<file path="src/rtl/test_pkg.sv">
// Shared constants, kernel coefficients and ROM contents for the 3-tap convolver.
// Latency: n/a (package only).
// Backpressure: n/a (package only).
package test_pkg;

    localparam int DATA_W = 8;
    localparam int DEPTH  = 16;
    localparam int ADDR_W = $clog2(DEPTH);

    // Smoothing kernel {1,2,1} normalised by a right shift of 2 (divide by 4).
    localparam int K0    = 1;
    localparam int K1    = 2;
    localparam int K2    = 1;
    localparam int SHIFT = 2;

    // Width of the multiply-accumulate; 4*255 = 1020 fits in 10 bits.
    localparam int MAC_W = DATA_W + 2;

    // ROM entry k holds a linear ramp 4, 8, ..., 64.
    function automatic logic [DATA_W-1:0] rom_init(input int idx);
        return DATA_W'(4 * (idx + 1));
    endfunction

endpackage

</file>
<file path="src/rtl/test_sample_rom.sv">
// Fixed sample ROM, contents taken from the package init function.
// Latency: combinational read, data valid in the same cycle as the address.
// Backpressure: none; the ROM is always readable.
module test_sample_rom
    import test_pkg::*;
#(
    parameter int RDEPTH = DEPTH,
    parameter int RWIDTH = DATA_W,
    parameter int RADDR  = $clog2(RDEPTH)
) (
    input  logic [RADDR-1:0]  addr_i,
    output logic [RWIDTH-1:0] data_o
);

    logic [RWIDTH-1:0] mem [RDEPTH];

    // Constant contents, one tie-off per entry.
    for (genvar k = 0; k < RDEPTH; k++) begin : g_rom
        assign mem[k] = RWIDTH'(rom_init(k));
    end

    assign data_o = mem[addr_i];

endmodule

</file>
<file path="src/rtl/test.sv">
// Streaming {1,2,1}/4 convolution over the sample ROM plus a mod-256 running sum.
// Latency: outputs reflect a sample right after the edge that consumes it; 1 sample/clock.
// Backpressure: read=0 freezes every register; there is no output handshake.
module test
    import test_pkg::*;
(
    input  logic              CLK,
    input  logic              RSTn,
    input  logic              read,
    output logic [DATA_W-1:0] CONV_OUT,
    output logic [DATA_W-1:0] sumout
);

    logic [ADDR_W-1:0] addr_q, addr_d;
    logic [DATA_W-1:0] t0_q, t0_d;
    logic [DATA_W-1:0] t1_q, t1_d;
    logic [DATA_W-1:0] conv_q, conv_d;
    logic [DATA_W-1:0] sum_q, sum_d;
    logic [DATA_W-1:0] sample;
    logic [MAC_W-1:0]  mac;

    test_sample_rom #(
        .RDEPTH (DEPTH),
        .RWIDTH (DATA_W),
        .RADDR  (ADDR_W)
    ) u_rom (
        .addr_i (addr_q),
        .data_o (sample)
    );

    // Kernel MAC at full width so the sum never overflows before the shift.
    assign mac = MAC_W'(sample) * MAC_W'(K0)
               + MAC_W'(t0_q)   * MAC_W'(K1)
               + MAC_W'(t1_q)   * MAC_W'(K2);

    // Next state: advance taps, result, sum and address only when read is high.
    always_comb begin
        addr_d = addr_q;
        t0_d   = t0_q;
        t1_d   = t1_q;
        conv_d = conv_q;
        sum_d  = sum_q;
        if (read) begin
            conv_d = DATA_W'(mac >> SHIFT);
            t1_d   = t0_q;
            t0_d   = sample;
            sum_d  = sum_q + sample;      // natural 8-bit wrap
            addr_d = addr_q + 1'b1;       // wraps 15 -> 0, taps kept across the wrap
        end
    end

    // State registers with synchronous reset taking priority over read.
    always_ff @(posedge CLK) begin
        if (!RSTn) begin
            addr_q <= '0;
            t0_q   <= '0;
            t1_q   <= '0;
            conv_q <= '0;
            sum_q  <= '0;
        end else begin
            addr_q <= addr_d;
            t0_q   <= t0_d;
            t1_q   <= t1_d;
            conv_q <= conv_d;
            sum_q  <= sum_d;
        end
    end

    assign CONV_OUT = conv_q;
    assign sumout   = sum_q;

endmodule

</file>
<file path="config.mk">
export PLATFORM = sky130hd
export DESIGN_NAME = test
export DESIGN_NICKNAME = d
export VERILOG_FILES = /design/src/rtl/test_pkg.sv /design/src/rtl/test_sample_rom.sv /design/src/rtl/test.sv
export SDC_FILE = /design/constraint.sdc
export NUM_CORES = 1
export LEC_CHECK = 0
export BUFFER_PORTS_ARGS = -buffer_cell sky130_fd_sc_hd__buf_2
export CAP_MARGIN = 40
export CORE_MARGIN = 4
export CORE_UTILIZATION = 55
export DETAILED_ROUTE_END_ITERATION = 7
export GPL_TIMING_DRIVEN = 1
export PLACE_DENSITY = 0.85
export SETUP_SLACK_MARGIN = 0.4
export SYNTH_ARGS = -nofsm -noshare
export SYNTH_HDL_FRONTEND = slang
export SYNTH_HIERARCHICAL = 1
export SYNTH_SLANG_ARGS = --single-unit
</file>
<file path="constraint.sdc">
create_clock -name CLK -period 3.7 [get_ports CLK]
set_input_delay 0.185 -clock CLK [delete_from_list [all_inputs] [get_ports CLK]]
set_output_delay 0.185 -clock CLK [all_outputs]
set_load 0.02 [all_outputs]
</file>
==> impl_results.md, run 1 <==
* Status: finished, final reports clean
* Largest net degree at the start of global routing at 42
* DRT Pass-1 Iters at 4
* Hold Path End: sumout[7]
* Critical-path cell list: ha_1, a21oi_1, a31oi_1, fa_1, ha_1, a21o_1, a31oi_1, o31ai_2, xnor2_1, o22ai_1
* Clk_lat worst skew at 290 ps
* Slew @ Worst Pin at roughly 550 ps
* Slew Limit Fails at 0
* Layout cell share with drive strength beyond 1 at around 15%
* Max Cap Viol at 0
* Cell at the slowest stage of the critical path: fa_1
* TritonCTS Sinks at 36
* Port Buffer Count at 18
* Synth async-reset ratio at 0%
* Power density over the cells at 427 nW/um^2
* R2R Path End: CONV_OUT[6]
* Die area at between 4000 and 5000 sq um
* Req. time, crit path at 3860 ps
* Rel. slew slack at 63.1%
* Flops & latches, synth at 36
* DP HPWL at 2950 microns
* ANT cells at 0
* Vias in the first global route at 1,583
* DRC viols at 0
* Total power at 0.997 mW
* RSZ-0062 raised after global routing: false
* Num CTS Buffers at 5
* Hold path startpoint: RSTn
* Cells after Synth at 219
* Reg2reg setup slack at 810 ps
* Ports at 19
* Crit path DAT at 3050 ps
* Netlist cell types at 40
* Crit path capture type: flip-flop
* Initial antenna violation count at 0
* R2R Path Start: addr_q[0]
* Postcts setup bufs at 0
* Syn avg cell area at slightly below 10 sq um
* Slowest cell delay on critical path at ~500 ps
* Post-synthesis sequential area ratio at 33.9%
* GR Overflow Total at 0
* Die W at around 70 microns
* Post-synth EDFFs at 0
* Hold_buf cts at 0
* WHS Path Cells at 3
* Worst r2r path cells at 10
* Root buffer cell: clkbuf_8
* Crit-path max FO at 6
* Fin nets at 265
* Total track usage at 18.1%
* Sum Neg Setup Slack at 0 ps
* Placement Rows at 22
* Post-route setup slack at 808 ps
* CP Launch Type: flip-flop
* Starting Density at a little under three fifths
* CTS Buffer Depth at 2
* Initial DRC count at 128
* First-pass GRT wire length at 7160 microns
* P_leak at 1.11 nW
* Vias/cell at 5.78
* Dpl ws at 903 ps
* Skew final at 3.94 ps
* Setup-failing EPs final at 0
* H-tree depth at 2
* Worst-path clk slew at approximately 80 ps
* Routed via count at 1,646
* Layout area overhead at 9.89%
* Synth Cell Area at 2120 sq um
* DIE HEIGHT at 70.2 microns
* Synth warn at 6
* Ys flop type: dfxtp_1
* Final worst path period need at 2890 ps
* Peak supply drop at 0.232 mV
* Final ANT Viol Nets at 0
* WL per Instance at 15.0 microns
* Final hold vios at 0
* Min-Delay Path Class: input pin to flip-flop
* Final wirelength at around 4300 microns
* Crit share post-route at between 70 and 80%
* Post-CTS Resized at 0
* CTS tree: yes
* Core region area at 3690 sq um
* Final GP Congestion at 0.827
* Crit Path Class: flip-flop to flip-flop
* Fmax at 0.346 GHz
-- cell usage after synthesis, drive strengths merged (2+ instances only) --
library cell / number / area, sq um
dfxtp: 36 / 721
nor2: 29 / 109
mux2i: 23 / 230
ha: 17 / 213
nand2: 17 / 63.8
buf: 11 / 63.8
a21oi: 10 / 57.6
fa: 9 / 180
xnor2: 7 / 61.3
nand3: 6 / 30.0
inv: 5 / 18.8
nor3: 5 / 25.0
a21o: 4 / 30.0
a31oi: 4 / 25.0
o21a: 4 / 37.5
o31ai: 4 / 35.0
nand2b: 3 / 18.8
nand4b: 3 / 26.3
o211ai: 3 / 27.5
o21ai: 3 / 15.0
a211oi: 2 / 15.0
xor2: 2 / 17.5
-- cells in the final DEF (no fill, tap or decap), types with 5 or more instances in the layout --
master    count
nor3_1        5
nand3_1       6
a21oi_1       8
clkbuf_8      5
dfxtp_1      36
inv_1         5
xnor2_1       7
fa_1          9
ha_1         17
nor2_1       29
mux2i_1      23
nand2_1      17
buf_2        18
-- metrics by stage --
step | util (%) | cell area [sq um] | hold WS, ps | cells
2_1_floorplan | - | 2130 | 341 | 221
3_3_place_gp | 60.0 | 2210 | 452 | 276
3_5_place_dp | 60.4 | 2230 | 459 | 277
4_1_cts | 63.3 | 2330 | 272 | 285
6_report | 63.3 | 2330 | 292 | 285
5_1_grt | 63.3 | 2330 | 287 | 285
-- kinds of logic after synthesis --
| family | count (synthesis) | share of synthesized area, % |
|---|---|---|
| other cells | 1 | 0.177 |
| buf+inv | 17 | 4.53 |
| mux | 23 | 10.8 |
| fa+ha+maj | 26 | 18.5 |
| xor+xnor | 9 | 3.71 |
| flops | 36 | 33.9 |
| simple gates | 68 | 14.8 |
| compound gates | 39 | 13.5 |
-- state kept, by name, indices dropped and copies added, names as in the netlist --
register,flops
t0_q,8
addr_q,4
CONV_OUT,8
t1_q,8
sumout,8
-- metal layers --
layer / share of wire (%) / routed length [microns] / global-route usage [%]
met1: 44 / 1880 / 22.2
met2: 48 / 2050 / 28.6
met3: 5.0 / 214 / 5.04
met4: 2.9 / 122 / 9.57
met5: 0 / 0 / 0
-- worst max path at each step --
stage	startpoint	end	slack, ps	cells past startpoint
final	addr_q[0]	CONV_OUT[6]	810	10
after detailed placement	addr_q[0]	CONV_OUT[6]	900	10
after global routing	addr_q[0]	CONV_OUT[6]	610	10
after CTS	addr_q[0]	CONV_OUT[6]	840	10
after floorplan	addr_q[0]	CONV_OUT[6]	1190	10
after global placement	addr_q[0]	CONV_OUT[6]	1080	10
-- critical path, delay by kind of cell (launching register included) --
kind	cells	cell delay, ps
XOR/XNOR	1	140
flip-flops	1	450
AO/OA/AOI/OAI	6	1030
adder cells (fa/ha/maj)	3	1150
-- final cells by class --
| class | instances | area, sq um |
|---|---|---|
| sequential | 36 | 721 |
| fill | 315 | 1350 |
| clock buffer | 6 | 72.6 |
| inverter | 5 | 18.8 |
| clock inverter | 2 | 35.0 |
| multi-input combinational | 168 | 1320 |
| timing repair buffer | 20 | 113 |
| tap | 48 | 60.1 |
-- power breakdown --
group          switching (mW)  internal [mW]  leakage [nW]
clock                   0.149          0.200        0.0552
combinational           0.121         0.0929         0.761
sequential             0.0211          0.412         0.294
No activity file was read; power rests on OpenSTA's default activity.
==> run 2: changes to the inputs <==
==> constraint.sdc (replaced) <==
create_clock -name CLK -period 2.9 [get_ports CLK]
set_input_delay 0.145 -clock CLK [delete_from_list [all_inputs] [get_ports CLK]]
set_output_delay 0.145 -clock CLK [all_outputs]
set_load 0.02 [all_outputs]
==> impl_results.md, run 2 (synthesized netlist as in run 1, its figures left out) <==
* DRC viols at 0
* Internal at roughly 0.84 mW
* CTS tree: yes
* Initial DRC count at 133
* Sw Ratio at 30.6%
* Power density over the cells at 509 nW/um^2
* Vias in the first global route at approximately 1.6k
* Starting Density at 57.6%
* Most frequent cell on the critical path: a31oi_2
* WL per Instance at 15.2 microns
* Max Cap Viol at 0
* Reg power frac at 45.4%
* Clk network pwr share at 30.7%
* Fin nets at 267
* Req. time, crit path at 3060 ps
* Largest net degree at the start of global routing at 33
* Gr busiest metal: met2
* GR Layer Usage met1 at around a quarter
* DRT Pass-1 Iters at 4
* Most frequent cells in the layout: dfxtp_1 (34), nor2_1 (29), mux2i_1 (23), buf_2 (18), nand2_1 (17)
* ANT cells at 0
* P_leak at 1.10 nW
* Routed via count at 1,636
* Total power at 1.22 mW
* Switch Pwr at 0.373 mW
* Slew @ Worst Pin at 716 ps
* Final GP Congestion at 0.802
* Slowest cell delay on critical path at between 400 and 500 ps
* Skew final at 6.38 ps
* Final Util at 64.9%
* Final hold vios at 0
* Met3 Use GR at between 4 and 5%
* Crit Path Class: flip-flop to flip-flop
* Die W at roughly 70 microns
* DP HPWL at 3000 microns
* Peak supply drop at 0.296 mV
* Crit path capture type: flip-flop
* Num CTS Buffers at 5
* Post-route setup slack at 416 ps
* Logic pwr share at between 20% and 30%
* Setup-failing EPs final at 0
* Final hold slack at 232 ps
* Sum Neg Setup Slack at 0 ps
* Fmax at 0.403 GHz
* Initial antenna violation count at 0
* Crit share post-route at 85.6%
* Cell at the slowest stage of the critical path: fa_1
* Port Buffer Count at 18
* Dpl ws at 124 ps
* Rel. slew slack at 52.3%
* Ports at 19
* Status: finished, final reports clean
* Total track usage at 18.9%
* Final ANT Viol Nets at 0
* Crit-path max FO at 6
* Vias/cell at around 5.7
* Layout cell share with drive strength beyond 1 at 20.1%
* Critical-path cell list: ha_2, a21oi_1, a31oi_2, fa_1, ha_4, a21o_1, a31oi_2, o31ai_2, xnor2_1, o22ai_1
* Final wirelength at ~4300 microns
* Die area at 4920 sq um
* Placement Rows at 22
* Most common cell after layout, fill and taps aside: dfxtp_1
* Crit path DAT at 2640 ps
* DIE HEIGHT at 70.2 microns
* Slew Limit Fails at 0
* GR Overflow Total at 0
* Global Route met2 Usage at 31.1%
* Root buffer cell: clkbuf_8
* Final worst path period need at about 2500 ps
* CTS Buffer Depth at 2
* Min-Delay Path Class: input pin to flip-flop
* RSZ-0062 raised after global routing: true
* Layout area overhead at 12.7%
* CP Launch Type: flip-flop
* Clk_lat worst skew at 300 ps
* H-tree depth at 2
* TritonCTS Sinks at 36
* Core region area at ~3700 sq um
* Worst-path clk slew at roughly 80 ps
* First-pass GRT wire length at around 7500 microns
-- run 2: changes by cell type in the layout (fill, tap and decap cells not counted), sizes merged --
cell,delta
buf,+2
bufinv,-1
clkinv,+1
-- run 2: per-stage QoR --
stage | cells | area, sq um
2_1_floorplan | 221 | 2130
3_3_place_gp | 277 | 2220
3_5_place_dp | 278 | 2240
4_1_cts | 287 | 2360
5_1_grt | 287 | 2390
6_report | 287 | 2390
-- run 2: final timing paths --
kind | slack, ps | start | depth (start not counted) | endpoint
max | 420 | addr_q[0] | 10 | CONV_OUT[6]
min | 230 | RSTn | 3 | CONV_OUT[7]
max reg2reg | 420 | addr_q[0] | 10 | CONV_OUT[6]
min reg2reg | 470 | sumout[7] | 2 | sumout[7]
-- run 2: power groups by stage --
stage	clock, mW	combinational (mW)	sequential, mW
floorplan	0	0.193	0.586
global placement	0	0.260	0.562
detailed placement	0	0.275	0.565
CTS	0.379	0.279	0.554
global route	0.393	0.325	0.559
finish	0.374	0.291	0.553
-- run 2: final cells by class --
type,instances,area (sq um)
Clock buffer,6,82.6
Clock inverter,2,10.0
Fill cell,305,1290
Inverter,5,18.8
Multi-Input combinational cell,168,1370
Sequential cell,36,728
Tap cell,48,60.1
Timing Repair Buffer,22,128
-- run 2: critical path: cells and delay by family (launching register included) --
| family | cells | cell delay [ps] |
|---|---|---|
| adders and majority gates | 3 | 980 |
| AOI/OAI and AO/OA | 6 | 840 |
| DFF | 1 | 380 |
| xor gates and xnor gates | 1 | 150 |
-- run 2: timing repair --
action                     CTS  global route
buffers inserted             1             0
resized for setup            6             5
pin swaps                    2             1
setup endpoints to repair    3             4
hold buffers                 0             0
hold endpoints to repair     0             0
-- run 2: routing by layer --
layer | routed length (microns) | vias up
li1 | - | 802
met1 | 1850 | 780
met2 | 2170 | 47
met3 | 239 | 7
met4 | 85 | 0
met5 | 0 | -
